## config.mk

```make
export PLATFORM = sky130hd
export DESIGN_NAME = alu
export DESIGN_NICKNAME = d
export VERILOG_FILES = /design/src/rtl/alu_pkg.sv /design/src/rtl/alu_shifter.sv /design/src/rtl/alu.sv
export SDC_FILE = /design/constraint.sdc
export NUM_CORES = 1
export LEC_CHECK = 0
export CORE_MARGIN = 4
export CORE_UTILIZATION = 45
export CTS_BUF_LIST = sky130_fd_sc_hd__clkbuf_16
export CTS_CLUSTER_SIZE = 8
export DETAILED_ROUTE_END_ITERATION = 10
export HOLD_SLACK_MARGIN = 0.12
export PLACE_DENSITY = 0.8
export SYNTH_ARGS = -nofsm -noshare
export SYNTH_HDL_FRONTEND = slang
export SYNTH_HIERARCHICAL = 1
export SYNTH_SLANG_ARGS = --single-unit
```

## constraint.sdc

```tcl
create_clock -name clk -period 3.7 [get_ports clk]
set_input_delay 0.74 -clock clk [delete_from_list [all_inputs] [get_ports clk]]
set_output_delay 0.74 -clock clk [all_outputs]
set_load 0.02 [all_outputs]
```

## src/rtl/alu_pkg.sv

```systemverilog
// alu_pkg: shared width constants, opcode encoding and small helpers for the
// 8-bit ALU. The optional status flags of the ALU are enabled with the
// ALU_FLAGS_EN macro.
package alu_pkg;

    localparam int ALU_W   = 8;
    localparam int SHAMT_W = 3;

    typedef enum logic [2:0] {
        OP_AND = 3'b000,
        OP_ADD = 3'b001,
        OP_SUB = 3'b010,
        OP_OR  = 3'b011,
        OP_XOR = 3'b100,
        OP_SHL = 3'b101,
        OP_SHR = 3'b110,
        OP_NOT = 3'b111
    } alu_op_e;

    // True when every bit of the value is clear.
    function automatic logic is_zero(input logic [ALU_W-1:0] value);
        return (value == {ALU_W{1'b0}});
    endfunction

endpackage

```

## src/rtl/alu_shifter.sv

```systemverilog
// alu_shifter: combinational 8-bit logical barrel shifter. dir = 0 shifts
// left, dir = 1 shifts right; vacated bits are zero filled. With ALU_FLAGS_EN
// defined it also reports the last bit shifted out (0 for a zero shift).
module alu_shifter
    import alu_pkg::*;
(
    input  logic               dir,
    input  logic [SHAMT_W-1:0] amount,
    input  logic [ALU_W-1:0]   data_in,
    output logic [ALU_W-1:0]   data_out
`ifdef ALU_FLAGS_EN
    ,
    output logic               shift_out
`endif
);

    // Shift the operand in the requested direction.
    always_comb begin
        data_out = {ALU_W{1'b0}};
        if (dir) begin
            data_out = data_in >> amount;
        end else begin
            data_out = data_in << amount;
        end
    end

`ifdef ALU_FLAGS_EN
    logic [ALU_W:0] left_ext_s;
    logic [ALU_W:0] right_ext_s;

    // One guard bit beyond the shifted edge catches the last bit pushed out.
    always_comb begin
        left_ext_s  = {1'b0, data_in} << amount;
        right_ext_s = {data_in, 1'b0} >> amount;
        shift_out   = 1'b0;
        if (dir) begin
            shift_out = right_ext_s[0];
        end else begin
            shift_out = left_ext_s[ALU_W];
        end
    end
`endif

endmodule

```

## src/rtl/alu.sv

```systemverilog
// alu: 8-bit arithmetic/logic unit with registered result and zero flag,
// one cycle latency, synchronous active-high reset.
// Optional macro ALU_FLAGS_EN adds registered carry and negative outputs.
module alu
    import alu_pkg::*;
(
    input  logic             clk,
    input  logic             reset,
    input  logic [ALU_W-1:0] input1,
    input  logic [ALU_W-1:0] input2,
    input  logic [2:0]       op,
    output logic [ALU_W-1:0] result,
    output logic             zero
`ifdef ALU_FLAGS_EN
    ,
    output logic             carry,
    output logic             negative
`endif
);

    alu_op_e          op_s;
    logic             shift_dir_s;
    logic [ALU_W-1:0] shift_data_s;
    logic [ALU_W-1:0] result_next_s;
    logic [ALU_W-1:0] result_r;
    logic             zero_r;

    assign op_s        = alu_op_e'(op);
    assign shift_dir_s = (op_s == OP_SHR);

`ifdef ALU_FLAGS_EN
    logic           shift_out_s;
    logic [ALU_W:0] add_full_s;
    logic           carry_next_s;
    logic           carry_r;
    logic           negative_r;
`endif

    alu_shifter u_shifter (
        .dir      (shift_dir_s),
        .amount   (input2[SHAMT_W-1:0]),
        .data_in  (input1),
        .data_out (shift_data_s)
`ifdef ALU_FLAGS_EN
        ,
        .shift_out(shift_out_s)
`endif
    );

    // Opcode decode to the next result value; unknown opcodes give zero.
    always_comb begin
        result_next_s = {ALU_W{1'b0}};
        case (op_s)
            OP_AND:  result_next_s = input1 & input2;
            OP_ADD:  result_next_s = input1 + input2;
            OP_SUB:  result_next_s = input1 - input2;
            OP_OR:   result_next_s = input1 | input2;
            OP_XOR:  result_next_s = input1 ^ input2;
            OP_SHL:  result_next_s = shift_data_s;
            OP_SHR:  result_next_s = shift_data_s;
            OP_NOT:  result_next_s = ~input1;
            default: result_next_s = {ALU_W{1'b0}};
        endcase
    end

`ifdef ALU_FLAGS_EN
    assign add_full_s = {1'b0, input1} + {1'b0, input2};

    // Carry out of ADD, borrow of SUB, shifted-out bit of shifts, else 0.
    always_comb begin
        carry_next_s = 1'b0;
        case (op_s)
            OP_ADD:  carry_next_s = add_full_s[ALU_W];
            OP_SUB:  carry_next_s = (input1 < input2);
            OP_SHL:  carry_next_s = shift_out_s;
            OP_SHR:  carry_next_s = shift_out_s;
            default: carry_next_s = 1'b0;
        endcase
    end

    // Register the extra flags alongside the result.
    always_ff @(posedge clk) begin
        if (reset) begin
            carry_r    <= 1'b0;
            negative_r <= 1'b0;
        end else begin
            carry_r    <= carry_next_s;
            negative_r <= result_next_s[ALU_W-1];
        end
    end

    assign carry    = carry_r;
    assign negative = negative_r;
`endif

    // Register result and its zero flag together so they never disagree.
    always_ff @(posedge clk) begin
        if (reset) begin
            result_r <= {ALU_W{1'b0}};
            zero_r   <= 1'b1;
        end else begin
            result_r <= result_next_s;
            zero_r   <= is_zero(result_next_s);
        end
    end

    assign result = result_r;
    assign zero   = zero_r;

endmodule

```

# Word-level counts from Yosys, hierarchy flattened
# Index checks and enable logic that the tools add are counted.
# op_classes
muxes,2
shift,2
n_bitwise,4
n_eq_ne,7
n_reduce_logical,3
add_sub_neg,2
# ops
op,n
$pmux 8 s7,1
$eq 3x3->1 const B,4
$add 8x8->8,1
$and 8x8->8,1
$logic_not 8->1,1
$mux 8,1
$not 8->8,1
$or 8x8->8,1
$shl 8x3->8,1
$shr 8x3->8,1
$sub 8x8->8,1
$xor 8x8->8,1
$eq 3x2->1 const B,2
$eq 3x1->1 const B,1
$logic_not 3->1,1
$reduce_or 2->1,1
# totals
regBits,9
in_bits,21
output_inout_bits,9
wordCells,22

# Logic depth before layout (Yosys ltp)
# depth
ltp_word,4
depth_mapped,15
ltp_nobuf,12

# Hierarchy
# Netlist, hierarchy kept.
# modules_own_cells
mod,instances,seq_area_each_um2,area_each_um2,cells_each
alu,1,180.2,1393.8,177
alu_shifter,1,0.0,560.5,73

# Least setup slack after synthesis
# OpenSTA, ideal clock, no wires.
# synth_timing
path_type,input to register
from,input port op[0]
to,register zero_r (netlist: zero)
t_required_ns,3.630
n_path_buf,2
arrival_ns,3.392
path_stages,12
slack_ns,0.238
setup_time_ns,0.070
cell_sequence,buf_6 > clkbuf_8 > nor3b_2 > mux2_2 > fa_1 > nand2b_1 > a21oi_1 > xor2_1 > a31oi_1 > nand4_1 > or4b_1 > a21oi_1
# synth_between
elab_chain_cells,4
elab_cells_between_ends,12
cone_classes,7 x eq/ne; 2 x mux; 3 x reduce/logical
# synth_lines
element,line_no,text
from (decl),alu.sv:11,"input logic [2:0] op,"
$eq 3x3->1 (on tied branches),"alu.sv:29, alu.sv:53",
$mux 8 / $reduce_or 2->1 (equally long branches),--,
$pmux 8 s7 *,alu.sv:53,case (op_s)
$logic_not 8->1 *,alu_pkg.sv:22,return (value == {ALU_W{1'b0}});
to (signal assigned),alu.sv:103,zero_r <= is_zero(result_next_s);
to (decl),alu.sv:26,logic zero_r;
# Every way passes the cells marked *; elsewhere a longest branch is shown, timed or not.
# A chain may end at the register's enable or synchronous reset.

# Worst setup path after layout
# Ends and elaborated chain as after synthesis.

==> qor.csv <==
metric,value,unit
outcome,"finished, final reports clean",
WL per Instance,15.99,um
CTS tree,done,
asr flop ratio synth,0,%
Power Density,255.5,mW/mm^2
P&R area growth vs syn,39.31,%
Max Fclk,280.4,MHz
Worst Setup Start Kind,input pin,
vias in the first global route,1968,
gr ovfl total,0,
Post-synth EDFFs,0,
Post-Syn Nets,296,
Final Cell Area,0.002723,mm^2
GR Util All Layers,21.05,%
initial antenna violation count,0,
clk slew on worst S/H paths,40,ps
Critical Path AT,3730,ps
"Primary FF master, synth",dfxtp_1,
via count,2153,
GPL Wtd Cong,0.9360,
Slew @ Worst Pin,617.6,ps
IO buf count,29,
Netlist Area Pre-Place,0.001954,mm^2
Post-Syn Area per Cell,7.817,um^2
post-route ant nets,0,
core footprint,0.004086,mm^2
"Distinct cells, synth",60,
RSZ-0062 raised after global routing,no,
number of diodes,0,
Total Die Area,0.005461,mm^2
critical path class,in -> reg,
Max-cap violations,0,
"Max FO, Critical Path",9,
most frequent cells in the layout,"buf_4, clkdlybuf4s50_1, nor2_1",
Final Max Slew Viols,0,
Hold WC Path Type,in -> reg,
"Seq/Total Area, Yosys",9.219,%
Post-Synthesis Cells,250,
drt via density,5.883,
period utilization,96.40,%
TritonCTS buffer count,3,
Synth warnings,6,
CTS max path bufs,2,
"most common cell after layout, fill and taps aside",buf_4,
post-synth top area cell,ha_1,
Non-Filler Instances,366,
Initial Utilization,47.83,%
Routed WL,5.852,mm
drt pass-1 iters,4,
clock tree root driver cell,clkbuf_16,
Slew HR,58.69,%
#FFs+latches synth,9,
Die Ht,73.90,um
"Hold Violations, Final",0,
Initial DRC Count,179,
# nets final,363,
hold buffer count at cts,0,
required time worst endpoint,3860,ps
placed cells,361,
most area-consuming cells after synthesis,"ha_1, dfxtp_1, nor2_1",
# rows,23,
Remaining DRCs,0,
Final HPWL DP,4.532,mm
largest net degree at the start of global routing,23,
Leak,0.001251,uW
maximum level of the CTS H-tree,1,
Critical Path End Type,register,
final setup vio count,0,
CTS Sinks,9,
first-pass GRT wire length,9.252,mm
Top Ports,30,
fin crit period,3567,ps
post-synth top area share,15.36,%
"Cell Area, Placed",0.002564,mm^2
Die W,73.90,um
Peak VDD IR,0.1800,mV
layout cells sized above 1,25.00,%
-- flip-flops by register name (all words and copies together) (netlist names) --
| name | count |
|---|---|
| zero | 1 |
| result | 8 |
-- critical path, stage by stage --
cell	delay, ps
clkdlybuf4s50_1	420
buf_6	150
nor3b_4	210
mux2_2	390
fa_2	530
nand2b_1	50
o211ai_1	70
o311ai_0	140
o22ai_1	280
nand4_1	120
or4b_1	470
a21oi_1	150
-- power by group --
part	switching [uW]	total (uW)	leakage, uW	internal [uW]
combinational	200	399	0.00113	199
sequential	3.27	112	0.0000749	109
clock	43.4	184	0.0000423	141
-- worst paths after layout --
kind / start / end / slack (ps) / cells after the start
max: op[0] / zero / 130 / 12
min: reset / result[2] / 1170 / 2
-- synthesized netlist by cell type (2+ instances only) --
library cell and n:
o31ai_1 2, dfxtp_1 9, mux2i_1 10, nand2b_1 7, o21ai_0 12, and3_1 2, nand2_1 15, a211oi_1 2
nand3_1 4, inv_1 20, nand3b_1 2, a31oi_1 7, xnor2_1 8, o221ai_1 3, a221oi_1 4, mux2_4 3
a21oi_1 15, mux2_2 2, ha_1 24, mux4_1 2, nor3b_2 2, buf_4 3, o22ai_1 8, or2_2 2
o21a_1 2, o211ai_1 2, a2bb2oi_1 3, nor2_1 27, buf_2 4, xor2_1 6, nor3_1 4, buf_6 3
mux4_2 2, nor2b_1 3
-- kinds of logic after synthesis --
group,count (synthesis),share of synthesized area (%)
buffers and inverters,33,8.898
adder cells (fa/ha/maj),25,16.39
XOR/XNOR,14,6.274
multiplexers,20,14.15
flip-flops,9,9.219
AND/OR/NAND/NOR,80,21.70
AO/OA/AOI/OAI,69,23.37
-- cell type report --
type,instances,area (um^2)
well taps,50,62.56
fillers,338,1364
repair buffers,75,660.6
clock buffers,3,75.07
inverters,20,75.07
flip-flops and latches,9,180.2
multi-input cells,208,1665
clock inverters,1,3.754
-- stage by stage --
step	TNS (ps)	total power, uW	hold WS [ps]	utilization [%]	setup WS, ps
after floorplan	0	327.1	811.8	-	237.8
final	0	695.7	1174	66.63	133.3
after CTS	0	667.1	1169	64.67	57.95
after global routing	0	738.9	1184	66.63	8.185
after global placement	-140.2	470.2	1414	62.74	-140.2
after detailed placement	-166.7	479.1	1405	62.74	-166.7
-- layer usage --
metal | vias up | track usage [%] | wire length, um
li1 | 1036 | - | -
met1 | 1024 | 28.38 | 2440
met2 | 88 | 37.50 | 2929
met3 | 5 | 1.231 | 439
met4 | 0 | 3.018 | 42
met5 | - | 0 | 0
-- repair_timing --
| item | in CTS | in global routing |
|---|---|---|
| setup endpoints to repair | 0 | 1 |
| gates resized for setup | 0 | 18 |
| buffers inserted | 0 | 1 |
No activity file was read; power rests on OpenSTA's default activity.
